### src/rtl/player_key_cmd_gen_if.sv
// Keyboard-to-mover command bus for player_key_cmd_gen.
// The slave side (the command generator) receives frame/byte strobes and
// drives the frame-stable move/pause levels; the master side is the reverse.
interface player_key_cmd_gen_if;
    logic       startOfFrame;
    logic       keyValid;
    logic [7:0] keyByte;
    logic       moveLeft;
    logic       moveRight;
    logic       pause;

    modport master (
        output startOfFrame, keyValid, keyByte,
        input  moveLeft, moveRight, pause
    );

    modport slave (
        input  startOfFrame, keyValid, keyByte,
        output moveLeft, moveRight, pause
    );
endinterface

### src/rtl/player_key_cmd_gen.sv
// player_key_cmd_gen: turns PS/2 scan-code bytes into frame-stable,
// active-low moveLeft/moveRight levels plus an active-high pause level.
// Optional feature macro: PLAYER_PAUSE_TOGGLE_EN (pause key toggles pause);
// without it pause is tied low and the pause code is ignored.
module player_key_cmd_gen #(
    parameter logic [7:0] LEFT_CODE      = 8'h6B,
    parameter logic [7:0] RIGHT_CODE     = 8'h74,
    parameter logic [7:0] PAUSE_CODE     = 8'h4D,
    parameter int         TIMEOUT_CYCLES = 50000
) (
    input  logic                 clk,
    input  logic                 reset,
    player_key_cmd_gen_if.slave  kb
);
    localparam logic [7:0] BYTE_EXT = 8'hE0;
    localparam logic [7:0] BYTE_BRK = 8'hF0;

    localparam logic [1:0] IDLE    = 2'd0;
    localparam logic [1:0] EXT     = 2'd1;
    localparam logic [1:0] BRK     = 2'd2;
    localparam logic [1:0] EXT_BRK = 2'd3;

    localparam logic DIR_LEFT  = 1'b0;
    localparam logic DIR_RIGHT = 1'b1;

    localparam int             CW      = (TIMEOUT_CYCLES > 1) ? $clog2(TIMEOUT_CYCLES) : 1;
    localparam logic [CW-1:0]  CNT_MAX = CW'(TIMEOUT_CYCLES - 1);

    logic [1:0]    state, stateNext;
    logic [CW-1:0] toCnt;
    logic          evt, evtMake, evtExt;
    logic          leftHeld, rightHeld, lastDir;
    logic          wantLeft, wantRight;

    // Parser next state and make/break event decode for the current byte.
    always_comb begin
        stateNext = state;
        evt       = 1'b0;
        evtMake   = 1'b0;
        evtExt    = 1'b0;
        if (kb.keyValid) begin
            if (kb.keyByte == BYTE_EXT) begin
                // E0 always (re)starts an extended sequence, dropping any break prefix.
                stateNext = EXT;
            end else if (kb.keyByte == BYTE_BRK) begin
                stateNext = (state == EXT || state == EXT_BRK) ? EXT_BRK : BRK;
            end else begin
                stateNext = IDLE;
                evt       = 1'b1;
                evtMake   = (state == IDLE) || (state == EXT);
                evtExt    = (state == EXT)  || (state == EXT_BRK);
            end
        end else if (state != IDLE && toCnt == CNT_MAX) begin
            stateNext = IDLE;
        end
    end

    // Parser state register.
    always_ff @(posedge clk) begin
        if (reset) state <= IDLE;
        else       state <= stateNext;
    end

    // Prefix timeout counter: runs only while waiting inside a prefix state.
    always_ff @(posedge clk) begin
        if (reset || kb.keyValid || state == IDLE || toCnt == CNT_MAX)
            toCnt <= '0;
        else
            toCnt <= toCnt + CW'(1);
    end

    // Held state of the two direction keys and the most recent direction pressed.
    always_ff @(posedge clk) begin
        if (reset) begin
            leftHeld  <= 1'b0;
            rightHeld <= 1'b0;
            lastDir   <= DIR_LEFT;
        end else if (evt && evtExt) begin
            if (kb.keyByte == LEFT_CODE) begin
                leftHeld <= evtMake;
                if (evtMake) lastDir <= DIR_LEFT;
            end
            if (kb.keyByte == RIGHT_CODE) begin
                rightHeld <= evtMake;
                if (evtMake) lastDir <= DIR_RIGHT;
            end
        end
    end

    // Left+right arbitration: with both held the most recent press wins.
    always_comb begin
        wantLeft  = leftHeld  && (!rightHeld || lastDir == DIR_LEFT);
        wantRight = rightHeld && (!leftHeld  || lastDir == DIR_RIGHT);
    end

    // Move outputs only change at the start of a frame.
    always_ff @(posedge clk) begin
        if (reset) begin
            kb.moveLeft  <= 1'b1;
            kb.moveRight <= 1'b1;
        end else if (kb.startOfFrame) begin
            kb.moveLeft  <= ~wantLeft;
            kb.moveRight <= ~wantRight;
        end
    end

`ifdef PLAYER_PAUSE_TOGGLE_EN
    logic pauseReg, pauseSeen;
    logic pauseHit;

    always_comb pauseHit = evt && !evtExt && (kb.keyByte == PAUSE_CODE);

    // Pause toggles once per press; typematic repeats are ignored until a break.
    always_ff @(posedge clk) begin
        if (reset) begin
            pauseReg  <= 1'b0;
            pauseSeen <= 1'b0;
        end else if (pauseHit) begin
            if (evtMake) begin
                if (!pauseSeen) pauseReg <= ~pauseReg;
                pauseSeen <= 1'b1;
            end else begin
                pauseSeen <= 1'b0;
            end
        end
    end

    // Pause level is frame-stable like the move levels.
    always_ff @(posedge clk) begin
        if (reset)                 kb.pause <= 1'b0;
        else if (kb.startOfFrame)  kb.pause <= pauseReg;
    end
`else
    logic unusedPause;
    assign unusedPause = ^PAUSE_CODE;
    assign kb.pause    = 1'b0 & unusedPause;
`endif
endmodule

### src/flat_wrapper.sv
// flat-port wrapper written by rule: the top's interface ports become plain ports
module player_key_cmd_gen_flat 
#(
    parameter logic [7:0] LEFT_CODE      = 8'h6B,
    parameter logic [7:0] RIGHT_CODE     = 8'h74,
    parameter logic [7:0] PAUSE_CODE     = 8'h4D,
    parameter int         TIMEOUT_CYCLES = 50000
)
  (clk, reset, kb_startOfFrame, kb_keyValid, kb_keyByte, kb_moveLeft, kb_moveRight, kb_pause);
  player_key_cmd_gen_if kb_i ();
  input  logic clk;
  input  logic reset;
  input wire logic [$bits(kb_i.startOfFrame)-1:0] kb_startOfFrame;
  input wire logic [$bits(kb_i.keyValid)-1:0] kb_keyValid;
  input wire logic [$bits(kb_i.keyByte)-1:0] kb_keyByte;
  output wire logic [$bits(kb_i.moveLeft)-1:0] kb_moveLeft;
  output wire logic [$bits(kb_i.moveRight)-1:0] kb_moveRight;
  output wire logic [$bits(kb_i.pause)-1:0] kb_pause;
  assign kb_i.startOfFrame = kb_startOfFrame;
  assign kb_i.keyValid = kb_keyValid;
  assign kb_i.keyByte = kb_keyByte;
  assign kb_moveLeft = kb_i.moveLeft;
  assign kb_moveRight = kb_i.moveRight;
  assign kb_pause = kb_i.pause;
  player_key_cmd_gen #(.LEFT_CODE(LEFT_CODE), .RIGHT_CODE(RIGHT_CODE), .PAUSE_CODE(PAUSE_CODE), .TIMEOUT_CYCLES(TIMEOUT_CYCLES)) u_core (.clk(clk), .reset(reset), .kb(kb_i));
endmodule
### config.mk
export PLATFORM = sky130hd
export DESIGN_NAME = player_key_cmd_gen_flat
export DESIGN_NICKNAME = d
export VERILOG_FILES = /design/src/rtl/player_key_cmd_gen_if.sv /design/src/rtl/player_key_cmd_gen.sv /design/src/flat_wrapper.sv
export SDC_FILE = /design/constraint.sdc
export NUM_CORES = 1
export LEC_CHECK = 0
export CAP_MARGIN = 20
export CORE_ASPECT_RATIO = 1.25
export CORE_MARGIN = 2
export CORE_UTILIZATION = 38
export CTS_CLUSTER_DIAMETER = 50
export CTS_CLUSTER_SIZE = 40
export DETAILED_ROUTE_END_ITERATION = 10
export DONT_BUFFER_PORTS = 1
export SYNTH_ARGS = -nofsm -noshare
export SYNTH_HDL_FRONTEND = slang
export SYNTH_SLANG_ARGS = --single-unit
### constraint.sdc
create_clock -name clk -period 5.1 [get_ports clk]
set_input_delay 0.765 -clock clk [delete_from_list [all_inputs] [get_ports clk]]
set_output_delay 0.765 -clock clk [all_outputs]
set_load 0.02 [all_outputs]
======== Yosys cells after proc, flatten, opt, wreduce, memory -nomap -nowiden ========
Index checks and enable logic that the tools add are counted.
word-level totals
  bits in registers ....................... 23
  input bits .............................. 12
  output and inout port bits .............. 3
  logic and storage cells ................. 54
operators by class
  add/sub/neg operators ................... 1
  equality and inequality tests ........... 7
  muxes and demuxes ....................... 18
  bitwise gates (word level) .............. 3
  reduce and logical (&&, ||, !) cells .... 18
operators with widths
  cell                     count
  $add A16 B1 Y16 const B  1
  $eq A16 B16 Y1 const B   1
  $eq A8 B7 Y1 const B     2
  $eq A8 B8 Y1 const B     2
  $mux W1                  14
  $mux W2                  4
  $logic_or A1 B1 Y1       7
  $logic_and A1 B1 Y1      4
  $reduce_and A2 Y1        2
  $reduce_bool A2 Y1       2
  $not A1 Y1               3
  $eq A2 B1 Y1 const B     1
  $eq A2 B2 Y1 const B     1
  $logic_not A1 Y1         2
  $logic_not A2 Y1         1

======== Longest topological paths before layout ========
  depth after elaboration ................. 9
  gate-level depth with buffers ........... 6
  depth with buffers taken out ............ 5

======== Worst setup path before layout ========
OpenSTA, ideal clock, no wires.
  kind .................................... in2reg
  start ................................... input port kb_keyByte[1]
  end ..................................... register u_core.rightHeld
  setup time .............................. 128 ps
  data arrival time ....................... 1,839 ps
  required time ........................... 4,972 ps
  path slack .............................. 3,133 ps
  stages .................................. 4
  path buffers ............................ 0
  cells stage by stage .................... or4b_2 nor3_1 nand2b_1 a21oi_1
between the ends
  cells in the longest elaborated chain, start to end .. 6
  elaborated cells between the ends (all ways) .. 14
  those cells by class .................... eq/ne: 3; mux: 9; reduce/logical: 2
ends and longest elaborated chain
  element                      line                      source
  from (decl)                  flat_wrapper.sv:15        input wire logic [$bits(kb_i.keyByte)-1:0] kb_keyByte;
  $eq A8 B8 Y1                 player_key_cmd_gen.sv:45  end else if (kb.keyByte == BYTE_BRK) begin
  $mux W1                      player_key_cmd_gen.sv:45
  $mux W1                      player_key_cmd_gen.sv:42  if (kb.keyByte == BYTE_EXT) begin
  $mux W1                      player_key_cmd_gen.sv:41  if (kb.keyValid) begin
  $logic_and A1 B1 Y1          player_key_cmd_gen.sv:78  end else if (evt && evtExt) begin
  $reduce_and A2 Y1 (no line)  n/a
  to (signal assigned)         player_key_cmd_gen.sv:84  rightHeld <= evtMake;
  to (decl)                    player_key_cmd_gen.sv:32  logic leftHeld, rightHeld, lastDir;
Several ways; a longest one is shown, not always the timed one.
A chain may end at the register's enable or synchronous reset.

======== Worst setup path after layout ========
  start ................................... register u_core.toCnt[0]
  end ..................................... register u_core.toCnt[9]
between the ends
  cells in the longest elaborated chain, start to end .. 2
  elaborated cells between the ends (all ways) .. 3
  those cells by class .................... add/sub: 1; eq/ne: 1; reduce/logical: 1
ends and longest elaborated chain
  element                                                  line                      source
  from (decl)                                              player_key_cmd_gen.sv:30  logic [CW-1:0] toCnt;
  from (signal assigned)                                   player_key_cmd_gen.sv:69  toCnt <= toCnt + CW'(1);
  branches (longest 2 deep; another with $add A16 B1 Y16)  n/a
Several ways; the timed one is not identified.

==> impl_metrics.py <==
metrics = {
    "status": {
        "status": "finished clean",
    },
    "routing": {
        "top_signal_layer_used": "met4",
        "final_antenna_net_count": 0,
        "met2_length_um": 1040,
        "met1Wirelength_um": 940,
        "met3RoutedLength_um": 66,
        "detailedRoute.firstPassIterationCount": 4,
        "route.vias.total": 908,
        "avgRoutedWirePerCell_um": 12.6,
        "dr.first_iter.drc_count": 24,
        "route.detailed.vias_per_inst": 5.50,
        "drc": 0,
        "postRouteWirelength_um": 2080,
    },
    "worst_setup_path": {
        "crit_path_max_cell_delay_ns": 0.59,
        "timing.critical_path.max_delay_family": "simple AND/OR/NAND/NOR gates",
        "setup.worst_path.start_class": "flip-flop",
        "worst_path_max_delay_cell": "sky130_fd_sc_hd__or4_4",
        "setup.reg_to_reg.worst_slack_ns": 3.22,
        "setup.worst_path.end_class": "flip-flop",
        "cp.required_ns": 5.31,
        "path_buf_inv": 0,
        "critical_path.max_fanout": 15,
        "criticalPathCategory": "flip-flop to flip-flop",
        "worst_ep_arrival_time_ns": 2.09,
        "worstPathCellList": "ha_1 -> nand3_1 -> or4_4 -> nand2_4 -> nor2_1",
    },
    "sta": {
        "timing_max_transition_violations_final": 0,
        "timing.final.crit_period_ns": 1.88,
        "layout_worst_path_cycle_share_pct": 36.8,
        "final.setup_skew_ns": 0.00570,
        "rsz_0062_raised_after_global_routing": "no",
        "setup_tns_ns": 0,
        "final_setup_violation_count": 0,
        "achievable-frequency_mhz": 533,
        "final_hold_viol_count": 0,
    },
    "clock_network": {
        "cts.sink_count": 23,
        "post_cts_resize_count": 0,
        "cts_max_level": 1,
        "holdBufCountCts": 0,
        "path_clk_slew_ns": 0.13,
        "postCtsSetupBuffers": 0,
        "cts.root.buffer_cell": "sky130_fd_sc_hd__clkbuf_4",
        "clkLatencyLatePin_ns": 0.31,
        "cts_buffer_depth": 2,
        "tritoncts": "done",
        "cts_made_buffers": 3,
    },
    "global_routing": {
        "gr-usage-all-layers_pct": 13.5,
        "initial_antenna_violation_count": 0,
        "grt_pass1_vias": 857,
        "grt_max_degree": 16,
        "wire_length_of_the_first_global_routing_pass_um": 3580,
        "grt_ovf": 0,
    },
    "finish": {
        "final_nets": 143,
        "area_growth_syn_to_layout_pct": 3.58,
        "antenna_cells": 0,
        "fillers": 312,
        "final_util_pct": 40.5,
        "layout-drive-gt1-share_pct": 14.0,
    },
    "synthesis": {
        "count_of_flip_flops_with_a_built_in_enable_after_synthesis": 0,
        "synth_seq_area_share_pct": 41.1,
        "dominantRegCellSynth": "sky130_fd_sc_hd__dfxtp_1",
        "top_count_cell_post_synth": "sky130_fd_sc_hd__dfxtp_1",
        "ys_top_cells_by_count": "sky130_fd_sc_hd__dfxtp_1, sky130_fd_sc_hd__xnor2_1, sky130_fd_sc_hd__nor2_1, sky130_fd_sc_hd__nor2_2, sky130_fd_sc_hd__nand3_1",
        "syn-instance-count": 128,
        "synth.distinct_cells": 35,
        "post_synth.cell_area_avg_um2": 8.75,
        "synth_area_um2": 1120,
        "synthDominantCellAreaShare_pct": 41.1,
        "flip_flop_and_latch_count_after_synthesis": 23,
        "synth_top_area_cell": "sky130_fd_sc_hd__dfxtp_1",
        "post_synth_main_area_contributors": "sky130_fd_sc_hd__dfxtp_1, sky130_fd_sc_hd__xnor2_1, sky130_fd_sc_hd__nor2_2, sky130_fd_sc_hd__nand3_1, sky130_fd_sc_hd__nor2_1",
        "synth_fp_nets": 141,
        "async_flop_share_pct": 0,
        "synthesis.yosys.warnings": 0,
    },
    "die": {
        "fp.dieW_um": 52.6,
        "chipHeight_um": 64.7,
        "num_io_pins": 15,
        "floorplan.rows": 22,
        "core_um2": 2860,
        "fp.dieArea_um2": 3400,
        "floorplan.initialDensity_pct": 39.1,
    },
    "flow_run": {
        "max_cap_violations": 0,
    },
    "placement": {
        "hpwlAfterDp_um": 1550,
        "weighted_congestion_at_the_end_of_routability_driven_global_placement": 0.830,
        "count_of_input_and_output_buffers": 0,
    },
    "pwr": {
        "fin_total_pwr_uw": 268,
        "max-vdd-ir-drop_v": 0.000147,
        "cellPowerDensity_nw_per_um2": 231,
        "p_leak_nw": 0.312,
    },
    "hold_path": {
        "hold_path_class": "primary input to flip-flop",
    },
}
-- final timing paths --
| check | startpoint | end | depth (start not counted) |
|---|---|---|---|
| hold reg to reg | u_core.lastDir | u_core.lastDir | 2 |
| hold / removal | reset | u_core.rightHeld | 1 |
| setup / recovery | u_core.toCnt[0] | u_core.toCnt[9] | 5 |
| setup reg to reg | u_core.toCnt[0] | u_core.toCnt[9] | 5 |
-- layout make-up --
| cell class | count | area [µm²] | area share (%) |
|---|---|---|---|
| multi-input combinational | 97 | 609 | 52.5 |
| sequential | 23 | 460 | 39.7 |
| tap | 36 | 45.0 | 3.88 |
| clock buffer | 4 | 26.3 | 2.27 |
| inverter | 5 | 18.8 | 1.62 |
-- worst reg2reg max path: cells and delay by family, from the launching register on --
| kind | cells | cell delay, ns |
|---|---|---|
| adder cells (fa/ha/maj) | 1 | 0.29 |
| flip-flops | 1 | 0.46 |
| AND/OR/NAND/NOR | 4 | 1.05 |
-- metal layers --
layer	up-vias	global-route usage, %
li1	452	-
met1	435	18.0
met2	16	21.4
met3	5	2.07
met4	0	5.77
met5	-	0
-- power by group --
part           internal, mW  switching, mW
registers             0.180      0.0000326
clock network        0.0305         0.0536
logic               0.00211        0.00219
total                 0.212         0.0558
-- flip-flops by register name, summed over array words and instances (netlist names) --
signal               flops
u_core.state             2
u_core.kb.moveRight      1
u_core.rightHeld         1
u_core.lastDir           1
u_core.toCnt            16
u_core.leftHeld          1
u_core.kb.moveLeft       1
-- stage by stage --
step                      hold slack [ns]  area [µm²]  instances  setup slack, ns
after floorplan                     0.457        1120        128             3.13
after global placement              0.478        1130        161             3.11
after detailed placement            0.489        1130        161             3.06
after CTS                           0.495        1160        165             3.20
after global routing                0.476        1160        165             3.12
final                               0.501        1160        165             3.22
-- cell usage in the layout (no fill, tap or decap), types with 5 or more instances in the layout --
cell type                 instances
sky130_fd_sc_hd__nor2_2          10
sky130_fd_sc_hd__xnor2_1         12
sky130_fd_sc_hd__nor2_1          11
sky130_fd_sc_hd__nand2_1          7
sky130_fd_sc_hd__nand3_1          9
sky130_fd_sc_hd__nor3_1           6
sky130_fd_sc_hd__inv_1            5
sky130_fd_sc_hd__nor4_1           6
sky130_fd_sc_hd__dfxtp_1         23
sky130_fd_sc_hd__nand4_1          5
-- kinds of logic (layout without fill, tap and decap cells) --
family	after synthesis	count (layout)	share of synthesized area (%)
XOR/XNOR	14	14	10.9
adder cells (fa/ha/maj)	1	1	1.12
AND/OR/NAND/NOR	69	69	35.1
buffers and inverters	8	9	4.47
flip-flops	23	23	41.1
other	1	1	0.335
AO/OA/AOI/OAI	12	12	6.93
Note: power is estimated with default switching activity, not from simulation.
